--- config.mk ---
export PLATFORM = sky130hd
export DESIGN_NAME = rs232_rx_cfg
export DESIGN_NICKNAME = d
export VERILOG_FILES = /design/src/rtl/rs232_pkg.sv /design/src/rtl/rs232_rx_front.sv /design/src/rtl/rs232_rx_cfg.sv
export SDC_FILE = /design/constraint.sdc
export NUM_CORES = 1
export LEC_CHECK = 0
export ABC_CLOCK_PERIOD_IN_PS = 2150
export CAP_MARGIN = 0
export CORE_UTILIZATION = 45
export DETAILED_ROUTE_END_ITERATION = 16
export PLACE_DENSITY = 0.72
export SYNTH_ARGS = -nofsm -noshare
export SYNTH_HDL_FRONTEND = slang
export SYNTH_HIERARCHICAL = 1
export SYNTH_SLANG_ARGS = --single-unit
--- constraint.sdc ---
create_clock -name clk -period 2.15 [get_ports clk]
set_clock_uncertainty 0.1 [all_clocks]
set_input_delay 0.43 -clock clk [delete_from_list [all_inputs] [get_ports clk]]
set_output_delay 0.43 -clock clk [all_outputs]
set_load 0.01 [all_outputs]
--- src/rtl/rs232_pkg.sv ---
// Shared definitions for the RS-232 receiver: FSM state encoding and parity modes.
package rs232_pkg;

  typedef enum logic [2:0] {
    S_IDLE   = 3'd0,
    S_START  = 3'd1,
    S_DATA   = 3'd2,
    S_PARITY = 3'd3,
    S_STOP   = 3'd4,
    S_BRK    = 3'd5
  } rx_state_t;

  localparam int PAR_NONE = 0;
  localparam int PAR_EVEN = 1;
  localparam int PAR_ODD  = 2;

endpackage

--- src/rtl/rs232_rx_front.sv ---
// Line front end: two-flop synchronizer for the asynchronous rx pin plus a
// falling-edge detector on the synchronized line. Flops reset to the idle level.
module rs232_rx_front (
  input  logic clk,
  input  logic rst,
  input  logic rx,
  output logic rx_s,
  output logic rx_s_nedge
);

  logic meta;
  logic rx_s_d;

  // Synchronizer chain plus one delayed copy for edge detection.
  always_ff @(posedge clk) begin
    if (rst) begin
      meta   <= 1'b1;
      rx_s   <= 1'b1;
      rx_s_d <= 1'b1;
    end else begin
      meta   <= rx;
      rx_s   <= meta;
      rx_s_d <= rx_s;
    end
  end

  assign rx_s_nedge = rx_s_d & ~rx_s;

endmodule

--- src/rtl/rs232_rx_cfg.sv ---
// Configurable RS-232 receiver: start/data/parity/stop framing, break detection
// and a one-cycle write strobe into a downstream FIFO.
//
// FIFO handshake: rx_fifo_wr_en is a single-cycle push, issued the cycle after
// the last stop sample. rx_fifo_full is sampled at that last stop sample; if it
// is high the character is dropped (err_overrun) and never retried.
module rs232_rx_cfg
  import rs232_pkg::*;
#(
  parameter int P_CLKS_PER_BIT = 20,
  parameter int P_DATA_BITS    = 8,
  parameter int P_PARITY       = 0,
  parameter int P_STOP_BITS    = 1
) (
  input  logic                   clk,
  input  logic                   rst,
  input  logic                   rx,
  output logic [P_DATA_BITS-1:0] rx_fifo_data,
  output logic                   rx_fifo_wr_en,
  input  logic                   rx_fifo_full,
  output logic                   err_parity,
  output logic                   err_frame,
  output logic                   err_overrun,
  output logic                   rx_break,
  output rx_state_t              dbg_state
);

  localparam int              CW        = (P_CLKS_PER_BIT > 1) ? $clog2(P_CLKS_PER_BIT) : 1;
  localparam logic [CW-1:0]   CNT_LAST  = CW'(P_CLKS_PER_BIT - 1);
  localparam logic [CW-1:0]   CNT_HALF  = CW'(P_CLKS_PER_BIT / 2 - 1);
  localparam logic [CW-1:0]   CNT_ONE   = CW'(1);
  localparam logic [3:0]      DATA_LAST = 4'(P_DATA_BITS - 1);
  localparam logic [3:0]      STOP_LAST = 4'(P_STOP_BITS - 1);
  localparam logic            ODD_MODE  = (P_PARITY == PAR_ODD);

  logic rx_s;
  logic rx_s_nedge;

  rx_state_t              state, state_nx;
  logic [CW-1:0]          cnt, cnt_nx;
  logic [3:0]             bit_cnt, bit_nx;
  logic [P_DATA_BITS-1:0] shreg, shreg_nx;
  logic [P_DATA_BITS-1:0] data_nx;
  logic                   par_bit, par_nx;
  logic                   stop_low, stop_low_nx;
  logic                   wr_nx, perr_nx, ferr_nx, ovr_nx, brk_nx;
  logic                   any_low, is_break, mismatch;

  rs232_rx_front u_front (
    .clk        (clk),
    .rst        (rst),
    .rx         (rx),
    .rx_s       (rx_s),
    .rx_s_nedge (rx_s_nedge)
  );

  // Next-state, sampling and end-of-character decisions.
  always_comb begin
    state_nx    = state;
    cnt_nx      = cnt;
    bit_nx      = bit_cnt;
    shreg_nx    = shreg;
    par_nx      = par_bit;
    stop_low_nx = stop_low;
    data_nx     = rx_fifo_data;
    wr_nx       = 1'b0;
    perr_nx     = 1'b0;
    ferr_nx     = 1'b0;
    ovr_nx      = 1'b0;
    brk_nx      = 1'b0;
    // A low stop bit with an all-zero character (and zero parity) is a break.
    any_low     = stop_low | ~rx_s;
    is_break    = any_low && (shreg == '0) && ((P_PARITY == PAR_NONE) || !par_bit);
    mismatch    = ((^shreg) ^ par_bit) != ODD_MODE;
    case (state)
      S_IDLE: begin
        cnt_nx      = '0;
        bit_nx      = '0;
        stop_low_nx = 1'b0;
        par_nx      = 1'b0;
        if (rx_s_nedge) state_nx = S_START;
      end
      S_START: begin
        if (cnt == CNT_HALF) begin
          cnt_nx   = '0;
          state_nx = rx_s ? S_IDLE : S_DATA;
        end else begin
          cnt_nx = cnt + CNT_ONE;
        end
      end
      S_DATA: begin
        if (cnt == CNT_LAST) begin
          cnt_nx   = '0;
          shreg_nx = {rx_s, shreg[P_DATA_BITS-1:1]};
          if (bit_cnt == DATA_LAST) begin
            bit_nx   = '0;
            state_nx = (P_PARITY != PAR_NONE) ? S_PARITY : S_STOP;
          end else begin
            bit_nx = bit_cnt + 4'd1;
          end
        end else begin
          cnt_nx = cnt + CNT_ONE;
        end
      end
      S_PARITY: begin
        if (cnt == CNT_LAST) begin
          cnt_nx   = '0;
          par_nx   = rx_s;
          state_nx = S_STOP;
        end else begin
          cnt_nx = cnt + CNT_ONE;
        end
      end
      S_STOP: begin
        if (cnt == CNT_LAST) begin
          cnt_nx      = '0;
          stop_low_nx = any_low;
          if (bit_cnt == STOP_LAST) begin
            bit_nx = '0;
            if (any_low) begin
              brk_nx   = is_break;
              ferr_nx  = ~is_break;
              state_nx = is_break ? S_BRK : S_IDLE;
            end else begin
              state_nx = S_IDLE;
              if (rx_fifo_full) begin
                ovr_nx = 1'b1;
              end else begin
                wr_nx   = 1'b1;
                data_nx = shreg;
                perr_nx = (P_PARITY != PAR_NONE) && mismatch;
              end
            end
          end else begin
            bit_nx = bit_cnt + 4'd1;
          end
        end else begin
          cnt_nx = cnt + CNT_ONE;
        end
      end
      S_BRK: begin
        cnt_nx = '0;
        bit_nx = '0;
        if (rx_s) state_nx = S_IDLE;
      end
      default: state_nx = S_IDLE;
    endcase
  end

  // State, datapath and registered output strobes.
  always_ff @(posedge clk) begin
    if (rst) begin
      state         <= S_IDLE;
      cnt           <= '0;
      bit_cnt       <= '0;
      shreg         <= '0;
      par_bit       <= 1'b0;
      stop_low      <= 1'b0;
      rx_fifo_data  <= '0;
      rx_fifo_wr_en <= 1'b0;
      err_parity    <= 1'b0;
      err_frame     <= 1'b0;
      err_overrun   <= 1'b0;
      rx_break      <= 1'b0;
    end else begin
      state         <= state_nx;
      cnt           <= cnt_nx;
      bit_cnt       <= bit_nx;
      shreg         <= shreg_nx;
      par_bit       <= par_nx;
      stop_low      <= stop_low_nx;
      rx_fifo_data  <= data_nx;
      rx_fifo_wr_en <= wr_nx;
      err_parity    <= perr_nx;
      err_frame     <= ferr_nx;
      err_overrun   <= ovr_nx;
      rx_break      <= brk_nx;
    end
  end

  assign dbg_state = state;

endmodule

==> impl_metrics.env, run 1 <==
export IMPL_dp_cells=246
export IMPL_hold_path_class="reg -> reg"
export IMPL_synth_fp_nets=193
export IMPL_synth_top_cell_area_share_pct=43.7
export IMPL_seq_area_frac_synth_pct=43.7
export IMPL_die_h_microns=62.5
export IMPL_gr_total_overflow=0
export IMPL_vias=1334
export IMPL_initial_core_util_pct=48.3
export IMPL_antenna_cells=0
export IMPL_syn_inst=185
export IMPL_cp_arrival_ps=1490
export IMPL_drtIter0Drc=54
export IMPL_grt_first_pass_wirelength_microns=5640
export IMPL_area_delta_synth_final_pct=19.1
export IMPL_min_period_ps=2020
export IMPL_drt_wl_total_microns=3170
export IMPL_finalWorstSetupSlack_ps=132
export IMPL_crit_chain="buf_4, clkdlybuf4s50_1"
export IMPL_hold_violations=0
export IMPL_antenna_found_initial=0
export IMPL_holdBufCountCts=0
export IMPL_syn_area_per_cell_sq_um=8.91
export IMPL_crit_path_max_incr_delay_ps=540
export IMPL_core_sq_um=3420
export IMPL_n_fill_cell=316
export IMPL_drive_gt1_share_pct=12.5
export IMPL_synth_area_leaders="dfxtp_1 (44%), mux2i_1 (5.5%), nor2_1 (5.0%), nand2_1 (4.1%), a21oi_1 (3.9%)"
export IMPL_finalCritPeriodShare_pct=93.9
export IMPL_rsz0062_at_grt="false"
export IMPL_worstSetupEndpointType="primary output"
export IMPL_synth_warnings=6
export IMPL_synth_ff_type="dfxtp_1"
export IMPL_crit_type="reg -> out"
export IMPL_leakagePower_nw=0.763
export IMPL_crit_fanout=9
export IMPL_fin_setup_tns_ps=0
export IMPL_dp_hpwl_microns=2270
export IMPL_first_pass_iters=6
export IMPL_place_congestion=0.808
export IMPL_die_area_sq_um=3910
export IMPL_fp_dieW_microns=62.5
export IMPL_synth_edf_count=0
export IMPL_cp_required_ps=1620
export IMPL_cts_sinks=36
export IMPL_clock_fmax_ghz=0.495
export IMPL_routedWlPerCell_microns=12.5
export IMPL_cts_root_buf="clkbuf_4"
export IMPL_final_cell_mix="dfxtp_1 (34), nor2_1 (22), nand2_1 (18), clkdlybuf4s50_1 (18)"
export IMPL_numCtsBuffers=5
export IMPL_clockBufferDepth=2
export IMPL_yosysUniqueCellTypes=44
export IMPL_rows=21
export IMPL_layout_commonest_cell="dfxtp_1"
export IMPL_ys_async_sr_fraction_pct=0
export IMPL_drc=0
export IMPL_yosysTopAreaCell="dfxtp_1"
export IMPL_clk_pin_slew_ps=100
export IMPL_cap_viol_max_count=0
export IMPL_grt_pass1_vias=1274
export IMPL_vdd_drop_max_uv=642
export IMPL_power_density_nw_per_um2=881
export IMPL_portBuffers=18
export IMPL_antenna_left=0
export IMPL_final_nets=215
export IMPL_status="finished, final reports clean"
export IMPL_slowest_stage="clkdlybuf4s50_1"
export IMPL_tritoncts="yes"
export IMPL_pre_cts_slack_ps=76.7
export IMPL_regToRegSetupSlack_ps=220
export IMPL_track_usage_pct=18.1
export IMPL_num_io_pins=20
export IMPL_syn_area_sq_um=1650
export IMPL_cts_max_level=2
export IMPL_routed_via_density=5.25
export IMPL_maxSlewViolCount=0
export IMPL_clock_latency_ps=340
export IMPL_final_cells=254
export IMPL_ys_seq_elements=36
export IMPL_grt_max_degree=18
export IMPL_crit_path_start_kind="flop"
export IMPL_finalSetupViolations=0
report_power, final:
part	leakage, nW	total (mW)	internal, mW	switching, mW
Sequential	0.292	0.789	0.710	0.0790
Combinational	0.430	0.462	0.226	0.236
Clock	0.0412	0.478	0.242	0.236
worst max-delay path, delay by kind of cell (launching register included):
family	cells	cell delay, ps
buffers and inverters	2	730
flip-flops	1	420
state kept, by name, summed over array words and instances (netlist names), 3 cells and up:
name,flops
cnt,5
rx_fifo_data,8
shreg,8
bit_cnt,4
dbg_state,3
area by class of cell:
class	instances	area [sq um]	share of cell area (%)
Timing Repair Buffer	24	225	11.5
Clock buffer	5	37.5	1.91
Multi-Input combinational cell	137	867	44.1
Clock inverter	3	42.5	2.17
Sequential cell	36	723	36.8
Tap cell	46	57.6	2.93
Inverter	3	11.3	0.573
logic make-up (layout without fill, tap and decap cells):
family | count (synthesis) | in the layout | synth area share, %
xor gates and xnor gates | 4 | 4 | 2.12
DFF | 36 | 36 | 43.7
buffers and inverters | 12 | 35 | 4.02
and+or+nand+nor | 92 | 92 | 30.8
muxes | 11 | 11 | 6.83
AOI/OAI and AO/OA | 25 | 25 | 9.26
other | 1 | 1 | 0.227
adders and majority gates | 4 | 4 | 3.04
path summary, 6_finish.rpt:
| kind | cells past startpoint | from | endpoint |
|---|---|---|---|
| worst max-delay path | 2 | dbg_state[2]$_SDFFE_PP0P_ | dbg_state[2] |
| worst min-delay path | 1 | u_front/meta$_SDFF_PP1_ | u_front/rx_s$_SDFF_PP1_ |
| worst max register to register | 6 | cnt[0]$_SDFFE_PP0P_ | dbg_state[2]$_SDFFE_PP0P_ |
| worst min register to register | 1 | u_front/meta$_SDFF_PP1_ | u_front/rx_s$_SDFF_PP1_ |
layer usage:
| layer | up-vias | wire (microns) | global-route usage (%) | share of wire, % |
|---|---|---|---|---|
| met5 | - | 0 | 0 | 0 |
| met1 | 603 | 1500 | 23.3 | 47 |
| li1 | 690 | - | - | - |
| met3 | 6 | 149 | 4.01 | 4.7 |
| met2 | 35 | 1470 | 29.5 | 46 |
| met4 | 0 | 55 | 6.98 | 1.7 |
cells in the mapped netlist, types with 2 or more instances:
cell type / instances
dfxtp_1: 36
nor2_1: 22
nand2_1: 18
a21oi_1: 13
nand3_1: 13
mux2i_1: 9
nor3_1: 7
nor2b_1: 6
clkbuf_1: 4
ha_1: 4
nand2b_1: 4
inv_1: 3
nor4_1: 3
or2_1: 3
xor2_1: 3
buf_2: 2
buf_6: 2
mux2_2: 2
nand3b_1: 2
nand4_1: 2
nor3b_4: 2
o21ai_0: 2
o21ai_1: 2
what timing repair did:
action / 4_1_cts / 5_1_grt
resized for setup: 1 / 2
setup endpoints to repair: 1 / 9
buffers inserted: 0 / 0
hold endpoints to repair: 0 / 0
through the flow:
step           power, mW  util [%]  hold WS, ps  instance area, sq um
2_1_floorplan       1.16         -          283                  1650
3_3_place_gp        1.25      54.9          292                  1880
3_5_place_dp        1.26      54.9          314                  1880
4_1_cts             1.73      57.3          345                  1960
5_1_grt             1.83      57.5          359                  1960
6_report            1.73      57.5          335                  1960
Note: power is estimated with default switching activity, not from simulation.
==> run 2: changes to the inputs <==
==> constraint.sdc (replaced) <==
create_clock -name clk -period 2.15 [get_ports clk]
set_clock_uncertainty 0.1 [all_clocks]
set_input_delay 0.645 -clock clk [delete_from_list [all_inputs] [get_ports clk]]
set_output_delay 0.645 -clock clk [all_outputs]
set_load 0.01 [all_outputs]
==> run 2 against run 1 <==
Effect of this change: combinational power up 5.0%; via count is essentially flat; total power about the same; highest routed layer unchanged; clock-buffer cell count increased by 1; utilization about the same; maximum frequency fell by 2.6%; global-route usage fell by 0.32 points; critical path type unchanged; first-iteration DRC count fell by 9.3%; register-to-register slack worse by 50 ps; clock power shrank 4%; die area unchanged.
==> impl_metrics.env, run 2 (synthesized netlist as in run 1, its figures left out) <==
export IMPL_dpl_cell_area_sq_um=1880
export IMPL_cp_required_ps=1400
export IMPL_fin_setup_tns_ps=0
export IMPL_antenna_cells=0
export IMPL_clock_latency_ps=340
export IMPL_n_fill_cell=298
export IMPL_tritoncts="yes"
export IMPL_final_nets=215
export IMPL_initial_core_util_pct=48.3
export IMPL_layout_commonest_cell="dfxtp_1"
export IMPL_maxSlewViolCount=0
export IMPL_vias=1335
export IMPL_gr_total_overflow=0
export IMPL_crit_path_start_kind="flop"
export IMPL_drive_gt1_share_pct=12.0
export IMPL_finalSetupViolations=0
export IMPL_area_delta_synth_final_pct=19.2
export IMPL_power_density_nw_per_um2=881
export IMPL_crit_chain="clkdlybuf4s50_1"
export IMPL_dp_hpwl_microns=2290
export IMPL_crit_type="reg -> out"
export IMPL_cp_arrival_ps=1330
export IMPL_antenna_found_initial=0
export IMPL_die_area_sq_um=3910
export IMPL_regArea_sq_um=728
export IMPL_antenna_left=0
export IMPL_worstSetupEndpointType="primary output"
export IMPL_drc=0
export IMPL_finalCritPeriodShare_pct=96.3
export IMPL_cap_viol_max_count=0
export IMPL_routed_via_density=5.26
export IMPL_cts_max_level=2
export IMPL_portBuffers=18
export IMPL_crit_path_max_incr_delay_ps=550
export IMPL_drt_wl_total_microns=3140
export IMPL_first_pass_iters=4
export IMPL_rows=21
export IMPL_core_sq_um=3420
export IMPL_critical_path_buf_inv_count=1
export IMPL_cts_sinks=36
export IMPL_cp_top_family="buffers and inverters"
export IMPL_clk_pin_slew_ps=100
export IMPL_top_regs="rx_fifo_data (8), shreg (8), cnt (5)"
export IMPL_drtIter0Drc=49
export IMPL_min_period_ps=2070
export IMPL_cts_root_buf="clkbuf_4"
export IMPL_slowest_stage="clkdlybuf4s50_1"
export IMPL_final_cell_mix="dfxtp_1 (34), nor2_1 (22), nand2_1 (18), clkdlybuf4s50_1 (18)"
export IMPL_hold_violations=0
export IMPL_leakagePower_nw=0.765
export IMPL_grt_pass1_vias=1230
export IMPL_hold_path_class="reg -> reg"
export IMPL_vdd_drop_max_uv=644
export IMPL_fp_dieW_microns=62.5
export IMPL_status="finished, final reports clean"
export IMPL_final_util_pct=57.5
export IMPL_die_h_microns=62.5
export IMPL_grt_first_pass_wirelength_microns=5480
export IMPL_clockBufferDepth=2
export IMPL_cts_setup_buffers=0
export IMPL_clock_fmax_ghz=0.483
export IMPL_routedWlPerCell_microns=12.4
export IMPL_crit_fanout=11
export IMPL_numCtsBuffers=5
export IMPL_rsz0062_at_grt="false"
export IMPL_num_io_pins=20
export IMPL_fin_area_sq_um=1970
export IMPL_multi_input_area_sq_um=867
export IMPL_track_usage_pct=17.8
export IMPL_place_congestion=0.810
export IMPL_grt_max_degree=23
## run 2: changes by cell type in the layout (fill, tap and decap cells not counted), sizes merged
cell / change
clkbuf: +1
clkinvlp: -1
## run 2: final cells by class
class                           count  share of cell area [%]
Inverter                            3                   0.573
Clock inverter                      2                    1.78
Timing Repair Buffer               24                    11.5
Tap cell                           46                    2.93
Clock buffer                        6                    2.10
Sequential cell                    36                    37.0
Multi-Input combinational cell    137                    44.1
## run 2: worst paths after layout
path	startpoint	to	slack, ps	cells past startpoint
max	dbg_state[0]$_SDFFE_PP0P_	dbg_state[0]	80	1
min	u_front/meta$_SDFF_PP1_	u_front/rx_s$_SDFF_PP1_	320	1
max reg2reg	cnt[0]$_SDFFE_PP0P_	dbg_state[0]$_SDFFE_PP0P_	170	6
min reg2reg	u_front/meta$_SDFF_PP1_	u_front/rx_s$_SDFF_PP1_	320	1
## run 2: stage by stage
stage,total power [mW],hold WS (ps),setup slack [ps],instances
finish,1.73,317,78.5,254
global route,1.85,331,15.8,254
CTS,1.75,320,34.2,254
detailed placement,1.28,294,4.58,246
global placement,1.25,294,37.7,246
floorplan,1.16,283,340,185
## run 2: report_power, final
part	switching, mW	total [mW]	internal [mW]
registers	0.0708	0.787	0.716
logic	0.252	0.485	0.233
clock network	0.216	0.460	0.244
total	0.539	1.73	1.19
## run 2: routing by layer
layer  global-route usage [%]  vias to the layer above  part of all wire (%)
met2                     26.1                       25                    43
met1                     24.2                      615                    52
met4                     7.27                        0                   1.5
met5                        0                        -                     0
li1                         -                      689                     -
met3                     5.47                        6                   3.4
## run 2: timing repair
action	CTS	global route
setup endpoints to repair	2	9
cloned	0	0
resized for setup	3	2
hold buffers	0	0
pin swaps	0	0
==> run 3: changes to the inputs <==
- CORE_UTILIZATION: 45 -> 40
- DONT_BUFFER_PORTS: default -> 1
- PLACE_DENSITY: 0.72 -> 0.59
- SLEW_MARGIN: default -> 30
==> run 3 against run 2 <==
Effect of this change: sequential share of layout area increased by 2.6 points; clock-buffer cell count unchanged; utilization decreased by 9.7 points.
==> impl_metrics.env, run 3 (synthesized netlist as in run 1, its figures left out) <==
export IMPL_cts_max_level=2
export IMPL_hold_violations=0
export IMPL_clock_latency_ps=290
export IMPL_power_switching_share_pct=30.5
export IMPL_fp_dieW_microns=66.2
export IMPL_regArea_sq_um=721
export IMPL_final_nets=197
export IMPL_cap_viol_max_count=0
export IMPL_rows=22
export IMPL_top_regs="rx_fifo_data (8), shreg (8), cnt (5)"
export IMPL_finalCritPeriodShare_pct=93.7
export IMPL_numCtsBuffers=5
export IMPL_vdd_drop_max_uv=431
export IMPL_critical_path_buf_inv_count=1
export IMPL_clock_fmax_ghz=0.496
export IMPL_multi_input_area_sq_um=872
export IMPL_gr_total_overflow=0
export IMPL_layout_commonest_cell="dfxtp_1"
export IMPL_slowest_stage="dfxtp_1"
export IMPL_place_congestion=0.750
export IMPL_cp_top_family="simple AND/OR/NAND/NOR gates"
export IMPL_p_switching_mw=0.559
export IMPL_initial_core_util_pct=43.4
export IMPL_portBuffers=0
export IMPL_vias=1309
export IMPL_final_cell_mix="dfxtp_1 (36), nor2_1 (22), nand2_1 (18)"
export IMPL_antenna_found_initial=0
export IMPL_worstSetupEndpointType="flop"
export IMPL_core_sq_um=3800
export IMPL_cts_setup_buffers=0
export IMPL_hp_start="u_front/meta$_SDFF_PP1_"
export IMPL_min_period_ps=2010
export IMPL_crit_fanout=11
export IMPL_clockBufferDepth=2
export IMPL_die_area_sq_um=4380
export IMPL_p_int_mw=1.28
export IMPL_num_io_pins=20
export IMPL_track_usage_pct=17.1
export IMPL_drive_gt1_share_pct=12.6
export IMPL_cp_required_ps=2230
export IMPL_fin_setup_tns_ps=0
export IMPL_tritoncts="yes"
export IMPL_reg2reg_from="cnt[0]$_SDFFE_PP0P_"
export IMPL_cts_sinks=36
export IMPL_first_pass_iters=4
export IMPL_drc=0
export IMPL_sequentialPowerShare_pct=41.2
export IMPL_crit_chain="ha_1, and4bb_2, buf_4, o2bb2ai_1, nor3_2, o21ai_2, mux2_2"
export IMPL_dp_hpwl_microns=2330
export IMPL_r2r_cells=7
export IMPL_leakagePower_nw=0.715
export IMPL_status="finished, final reports clean"
export IMPL_power_share_clock_pct=31.4
export IMPL_crit_type="reg -> reg"
export IMPL_r2r_end="dbg_state[0]$_SDFFE_PP0P_"
export IMPL_regToRegSetupSlack_ps=140
export IMPL_hold_path_class="reg -> reg"
export IMPL_power_density_nw_per_um2=1010
export IMPL_n_fill_cell=366
export IMPL_cts_root_buf="clkbuf_8"
export IMPL_drtIter0Drc=76
export IMPL_area_delta_synth_final_pct=10.2
export IMPL_comb_power_share_pct=27.4
export IMPL_drt_wl_total_microns=3240
export IMPL_finalSetupViolations=0
export IMPL_routed_via_density=5.50
export IMPL_crit_path_start_kind="flop"
export IMPL_p_total_mw=1.84
export IMPL_hold_depth=1
export IMPL_clk_pin_slew_ps=70
export IMPL_die_h_microns=66.2
export IMPL_grt_pass1_vias=1243
export IMPL_antenna_cells=0
export IMPL_crit_path_max_incr_delay_ps=400
export IMPL_grt_first_pass_wirelength_microns=5650
export IMPL_rsz0062_at_grt="false"
export IMPL_maxSlewViolCount=0
export IMPL_grt_max_degree=35
export IMPL_antenna_left=0
export IMPL_cp_arrival_ps=2090
export IMPL_routedWlPerCell_microns=13.6
export IMPL_whs_endpoint="u_front/rx_s$_SDFF_PP1_"
==> run 3: changes by cell type in the layout (fill, tap and decap cells not counted) <==
cell / change
nor3_1: -1
dfxtp_4: -2
clkbuf_4: -5
nor3_2: +1
clkdlybuf4s50_1: -18
clkbuf_8: +5
dfxtp_1: +2
==> run 3: final cells by class <==
class	count	area share (%)
multi-input cells	137	48.0
clock inverters	2	1.93
repair buffers	6	2.48
inverters	3	0.620
flip-flops and latches	36	39.7
clock buffers	6	3.99
well taps	48	3.31
==> run 3: worst max path at each step <==
| stage | endpoint | slack [ps] | start | depth (start not counted) |
|---|---|---|---|---|
| 4_1_cts | rx_fifo_data[6]$_SDFFE_PP0P_ | 40 | cnt[0]$_SDFFE_PP0P_ | 6 |
| 3_3_place_gp | dbg_state[0]$_SDFFE_PP0P_ | 140 | cnt[0]$_SDFFE_PP0P_ | 7 |
| 5_1_grt | dbg_state[0]$_SDFFE_PP0P_ | 40 | cnt[0]$_SDFFE_PP0P_ | 7 |
| 3_5_place_dp | rx_fifo_data[4]$_SDFFE_PP0P_ | 50 | cnt[0]$_SDFFE_PP0P_ | 6 |
| 2_1_floorplan | rx_fifo_data[0]$_SDFFE_PP0P_ | 340 | cnt[0]$_SDFFE_PP0P_ | 7 |
| 6_report | dbg_state[0]$_SDFFE_PP0P_ | 140 | cnt[0]$_SDFFE_PP0P_ | 7 |
==> run 3: through the flow <==
step | setup WS, ps | util [%] | hold WS, ps | cell area [sq um] | instances
after global routing | 42.9 | 47.8 | 317 | 1820 | 238
after global placement | 141 | 44.7 | 296 | 1700 | 230
final | 135 | 47.8 | 310 | 1820 | 238
after detailed placement | 54.7 | 44.7 | 292 | 1700 | 230
after CTS | 42.1 | 47.6 | 312 | 1810 | 238
after floorplan | 340 | - | 283 | 1650 | 185
==> run 3: timing repair <==
item                                   4_1_cts  5_1_grt
resized for setup                            0        2
hold buffers                                 0        0
setup endpoints to repair                    0       10
endpoints found under the hold margin        0        0
==> run 3: power groups by stage <==
stage	sequential, mW	combinational, mW	clock, mW
floorplan	0.764	0.395	0
global placement	0.767	0.485	0
detailed placement	0.772	0.493	0
CTS	0.756	0.496	0.593
global route	0.761	0.566	0.614
finish	0.756	0.504	0.576
==> run 3: metal layers <==
layer | wire length, microns | track usage (%) | vias to the layer above
li1 | - | - | 651
met1 | 1570 | 22.5 | 628
met2 | 1450 | 26.3 | 26
met3 | 182 | 5.00 | 4
met4 | 32 | 6.38 | 0
met5 | 0 | 0 | -
==> run 3: worst register-to-register path, delay by kind of cell (launching register included) <==
family | cells | cell delay [ps]
AOI/OAI and AO/OA | 2 | 220
muxes | 1 | 280
DFF | 1 | 400
adders and majority gates | 1 | 240
buffers and inverters | 1 | 190
and+or+nand+nor | 2 | 490
